==> src/rtl/counter_pkg.sv <==
// Shared types and defaults for the parameterised up-counter.
// Optional COUNTER_DECR_EN adds decrement support to the counter.
package counter_pkg;

  localparam int COUNTER_DEFAULT_WIDTH = 8;

  typedef logic [COUNTER_DEFAULT_WIDTH-1:0] count_t;

endpackage

==> src/rtl/counter_next.sv <==
// Combinational next-count selection: increment, decrement, wrap or saturate.
// Latency 0 (pure logic); no backpressure. Decrement is used only under COUNTER_DECR_EN.
module counter_next
  import counter_pkg::*;
#(
  parameter int WIDTH     = COUNTER_DEFAULT_WIDTH,
  parameter int MAX_COUNT = 2**WIDTH-1,
  parameter int SATURATE  = 0
) (
  input  logic [WIDTH-1:0] count,
  input  logic             incr,
  input  logic             decr,
  output logic [WIDTH-1:0] count_nxt
);

  localparam logic [WIDTH-1:0] MAX_V = WIDTH'(MAX_COUNT);
  localparam bit               SAT   = (SATURATE != 0);

  // incr and decr together cancel out, as do neither.
  always_comb begin
    count_nxt = count;
    if (incr && !decr) begin
      if (count == MAX_V) begin
        count_nxt = SAT ? MAX_V : '0;
      end else begin
        count_nxt = count + WIDTH'(1);
      end
    end else if (decr && !incr) begin
      if (count == '0) begin
        count_nxt = SAT ? '0 : MAX_V;
      end else begin
        count_nxt = count - WIDTH'(1);
      end
    end
  end

endmodule

==> src/rtl/counter.sv <==
// Up-counter with async active-high clear; count_reg updates 1 cycle after incr, no backpressure.
// COUNTER_DECR_EN adds the decr input and the at_zero flag.
module counter
  import counter_pkg::*;
#(
  parameter int WIDTH     = COUNTER_DEFAULT_WIDTH,
  parameter int MAX_COUNT = 2**WIDTH-1,
  parameter int SATURATE  = 0
) (
  input  logic             clk,
  input  logic             rst,
  input  logic             incr,
`ifdef COUNTER_DECR_EN
  input  logic             decr,
  output logic             at_zero,
`endif
  output logic [WIDTH-1:0] count_reg
);

  generate
    if (MAX_COUNT <= 0 || longint'(MAX_COUNT) > ((longint'(1) << WIDTH) - 1)) begin : g_bad_max
      $fatal(1, "counter: MAX_COUNT must be in 1 .. 2**WIDTH-1");
    end
  endgenerate

  logic [WIDTH-1:0] count_nxt;
  logic             decr_sel;

`ifdef COUNTER_DECR_EN
  assign decr_sel = decr;
  assign at_zero  = (count_reg == '0);
`else
  assign decr_sel = 1'b0;
`endif

  counter_next #(
    .WIDTH     (WIDTH),
    .MAX_COUNT (MAX_COUNT),
    .SATURATE  (SATURATE)
  ) u_next (
    .count     (count_reg),
    .incr      (incr),
    .decr      (decr_sel),
    .count_nxt (count_nxt)
  );

  // Reset release is not synchronised here; the integrator owns recovery/removal.
  always_ff @(posedge clk or posedge rst) begin
    if (rst) begin
      count_reg <= '0;
    end else begin
      count_reg <= count_nxt;
    end
  end

endmodule

==> config.mk <==
export PLATFORM = sky130hd
export DESIGN_NAME = counter
export DESIGN_NICKNAME = d
export VERILOG_FILES = /design/src/rtl/counter_pkg.sv /design/src/rtl/counter_next.sv /design/src/rtl/counter.sv
export SDC_FILE = /design/constraint.sdc
export NUM_CORES = 1
export LEC_CHECK = 0
export ABC_AREA = 1
export BUFFER_PORTS_ARGS = -buffer_cell sky130_fd_sc_hd__buf_2
export CAP_MARGIN = 5
export CORE_AREA = 8 8 45 47
export DETAILED_ROUTE_END_ITERATION = 12
export DIE_AREA = 0 0 53 55
export SYNTH_ARGS = -nofsm -noshare
export SYNTH_HDL_FRONTEND = slang
export SYNTH_SLANG_ARGS = --single-unit
==> constraint.sdc <==
create_clock -name clk -period 1.1 [get_ports clk]
set_input_delay 0.33 -clock clk [delete_from_list [all_inputs] [get_ports clk]]
set_output_delay 0.33 -clock clk [all_outputs]
set_load 0.005 [all_outputs]
# == Yosys cells after proc, flatten, opt, wreduce, memory -nomap -nowiden ==
# Cells that the tools add are included.
# W data, S select, Z words.
# op_classes
n_mux,1
eq_ne,1
add_sub_neg,1
# op_table
op,n
$add A8 B1 Y8 const B,1
$eq A8 B8 Y1 const B,1
$mux W8,1
# word_totals
wordCells,4
reg_bits,8
in_bits,3
out_inout_bits,8

# == Logic depth before layout (Yosys ltp) ==
# depth
depth_word,2
mapped_depth,6
ltp_nobuf,6

# == Hierarchy ==
# From an unflattened synthesis, not the netlist that was laid out.
# hier_totals
hier_cells,115
hier_area_um2,718.2
# modules_own_cells
module,area_each_um2,n_inst,seq_area_each_um2,cells_per_inst
counter_next,510.5,1,0.0,105
counter,207.7,1,200.2,10

# == Worst setup path before layout ==
# No wires, ideal clock.
# synth_path
path_kind,register -> register
start,reg count_reg[0]
end,reg count_reg[1]
arrival_time_ns,0.979
required_ns,0.973
setup_time_ns,0.127
synth_period_minus_slack_ns,1.106
setup_slack_ns,-0.006
stages_incl_launch_ff,3
path_buffers,0
cell_sequence,dfrtp_1 > ha_1 > mux2_1
# synth_between
elab_chain_len,2
word_cells_on_any_way,3
cone_classes,add/sub: 1; eq/ne: 1; mux: 1
# synth_lines
element,line_no,rtl
start: declaration,counter.sv:17,output logic [WIDTH-1:0] count_reg
start signal: assignment,counter.sv:52,count_reg <= count_nxt;
$add A8 B1 Y8 or $eq A8 B8 Y1 (tied branches),"counter_next.sv:26, counter_next.sv:23",
$mux W8 (*),counter_next.sv:23,if (count == MAX_V) begin
# Mark *: on every way between the ends. The rest lies on a longest branch, timed or not.
# A chain may end at the register's enable or synchronous reset.

# == Worst setup path in the final report ==
# layout_path
start,reg count_reg[1]
end,out count_reg[1]
# No word-level cell between the ends.

==> out/results.txt <==
first-pass GRT wire length - 1621 µm
Sw Pwr - 0.6645 mW
All-Layer GR Usage - 0.07861
number of detailed-route iterations in the first pass - 4
Post-synth ARST share - 1.000
Worst Setup End Kind - primary output
Setup WS pre-CTS - -4.984 ps
setup TNS - -378.3 ps
pin count of the biggest net entering global routing - 9
Routed WL - 968 µm
DR iter-0 viols - 6
unrepaired setup endpoints after global routing - true
drt wl/cell - 10.52 µm
worst hold-check path type - input pin to asynchronous set/reset pin
WHS - 15.33 ps
Reg power frac - 0.281
Worst Max-Slew Pin Slew - 330.9 ps
top post-synthesis cells by area - dfrtp_1 (47%), nand2_1 (8.8%), inv_1 (7.9%)
clock slew at reported path FFs - 60 ps
vias in the first global route - 415
Final Non-Filler Cells - 92
min Tclk post-route - 1207 ps
grt met3 use - 0.02674
CTS tree - done
worst setup margin - -107.0 ps
grt total ovfl - 0
maxcap violations - 0
top-area cell type share of the netlist area - 0.4706
die height - 55 µm
dpl cells - 78
Initial Utilization - 0.3074
Pint - 1.199 mW
Max Fclk - 828.5 MHz
cells on worst reg2reg path - 6
FILL cells - 134
worst-case clock buffer depth - 2
clock network fraction of total power - 0.122
status - finished, violations left
row count - 14
clk sinks - 8
PortBufs - 10
diode count - 0
Slew HR - 0.7791
Final Slew Violations - 0
sequential share of the synthesized area - 0.4706
Critical Path RT - 770 ps
Die ar. - 0.002915 mm²
Switching Fraction - 0.3567
Top Usage Layer GRT - met2
# hold bufs at CTS - 0
met1 Track Usage GR - 0.06646
Leak Pwr - 0.3692 nW
Worst Path Max Fanout - 2
Mapped Nets - 54
failing checks - negative setup slack
number of synthesis warnings - 0
Post-synth top cells - nand2_1 (10), inv_1 (9), dfrtp_1 (8)
Worst setup SP type - flop
Nets - 82
synthesized area - 425.4 µm²
max reg flops - 8
Syn-to-layout area delta - 55.59%
core area - 0.001384 mm²
DIE WIDTH - 53 µm
post-DP HPWL - 680.2 µm
Tot Pwr - 1.863 mW
root buffer cell - clkbuf_4
VDD IR max - 0.9019 mV
Via Count - 407
Setup violations, final - 8
most common cell in the synthesized netlist - nand2_1
Post-Syn Instances - 50
crit path kind - flop to primary output
share of cells above drive strength 1 - 0.4605
area of the multi-input gates - 210.2 µm²
residual DRC count - 0
vias per cell - 4.424
Post-synth EDFFs - 0
Clock Latency Late Sink - 260 ps
CTS Buf Count - 3
GPL Wtd Cong - 0.7542
combinational power share - 0.597
WP data arrival - 880 ps
clk_skew - 6.001 ps
met2 usage - 0.1406
syn_area_per_cell - 8.508 µm²
largest area contributor in the synthesized netlist - dfrtp_1
PwrDens - 2815 mW/mm²
antenna violations before repair - 0
predominant post-synthesis flop cell - dfrtp_1
post-synth cell types - 16
Fin. Hold Viols - 0
antenna viol nets, final - 0
Sequential Area - 201.4 µm²
IO Count - 11
fin crit share - 1.097
H-tree Lvls - 1
#FFs+latches synth - 8
## metrics by stage
step	utilization	cell area, µm²
finish	0.4783	661.9
global placement	0.3689	510.5
detailed placement	0.3689	510.5
floorplan	-	425.4
global route	0.4783	661.9
CTS	0.4566	631.9
## power by group through the flow
stage	logic (mW)	registers (mW)	clock network (mW)
floorplan	0.326	0.595	0
global placement	0.613	0.577	0
detailed placement	0.619	0.584	0
CTS	1.02	0.516	0.238
global route	1.22	0.543	0.257
finish	1.11	0.523	0.228
## cells in the final DEF (no fill, tap or decap), types with 2 or more instances in the layout
master / count
inv_1: 9
buf_4: 11
nor2_2: 2
clkbuf_4: 3
buf_2: 7
nand3_2: 2
nand3_1: 3
xor2_1: 3
nor2_1: 5
buf_6: 5
nand2_1: 9
dfrtp_1: 7
## path summary, 6_finish.rpt
| path | from | endpoint | slack, ps |
|---|---|---|---|
| worst max-delay path | count_reg[1] | count_reg[1] | -110 |
| worst min-delay path | rst | count_reg[2] | 20 |
| worst max register to register | count_reg[1] | count_reg[0] | -40 |
| worst min register to register | count_reg[2] | count_reg[2] | 610 |
| max in group asynchronous | rst | count_reg[3] | 820 |
| min in group clk | incr | count_reg[2] | 440 |
## metal layers
layer  part of all wire  up-vias  routed length [µm]
met3              0.059        5                  57
li1                   -      209                   -
met4              0.033        0                  32
met1               0.40      183                 388
met2               0.51       10                 489
met5                  0        -                   0
## repair_timing
action                     4_1_cts  5_1_grt
pin swaps                        1        1
buffers inserted                10        1
resized for setup                6        5
setup endpoints to repair       12       15
cloned                           0        0
hold endpoints to repair         0        0
## area by class of cell
| type | count | area share |
|---|---|---|
| repair buffers | 23 | 0.2628 |
| clock buffers | 3 | 0.03403 |
| inverters | 9 | 0.05104 |
| multi-input cells | 33 | 0.3176 |
| well taps | 16 | 0.03025 |
| flip-flops and latches | 8 | 0.3043 |
## kinds of logic (layout without fill, tap and decap cells)
logic type | count (synthesis) | after routing | synth area share
flops | 8 | 8 | 0.4706
mux | 1 | 1 | 0.02647
simple gates | 25 | 25 | 0.2824
fa+ha+maj | 1 | 1 | 0.02941
compound gates | 2 | 2 | 0.02941
buf+inv | 9 | 35 | 0.07941
xor+xnor | 4 | 4 | 0.08237
## critical path: stages (launching register included)
cell	delay (ps)
dfrtp_1	390
buf_6	120
buf_6	100
Power figures use the tool's default switching activity.
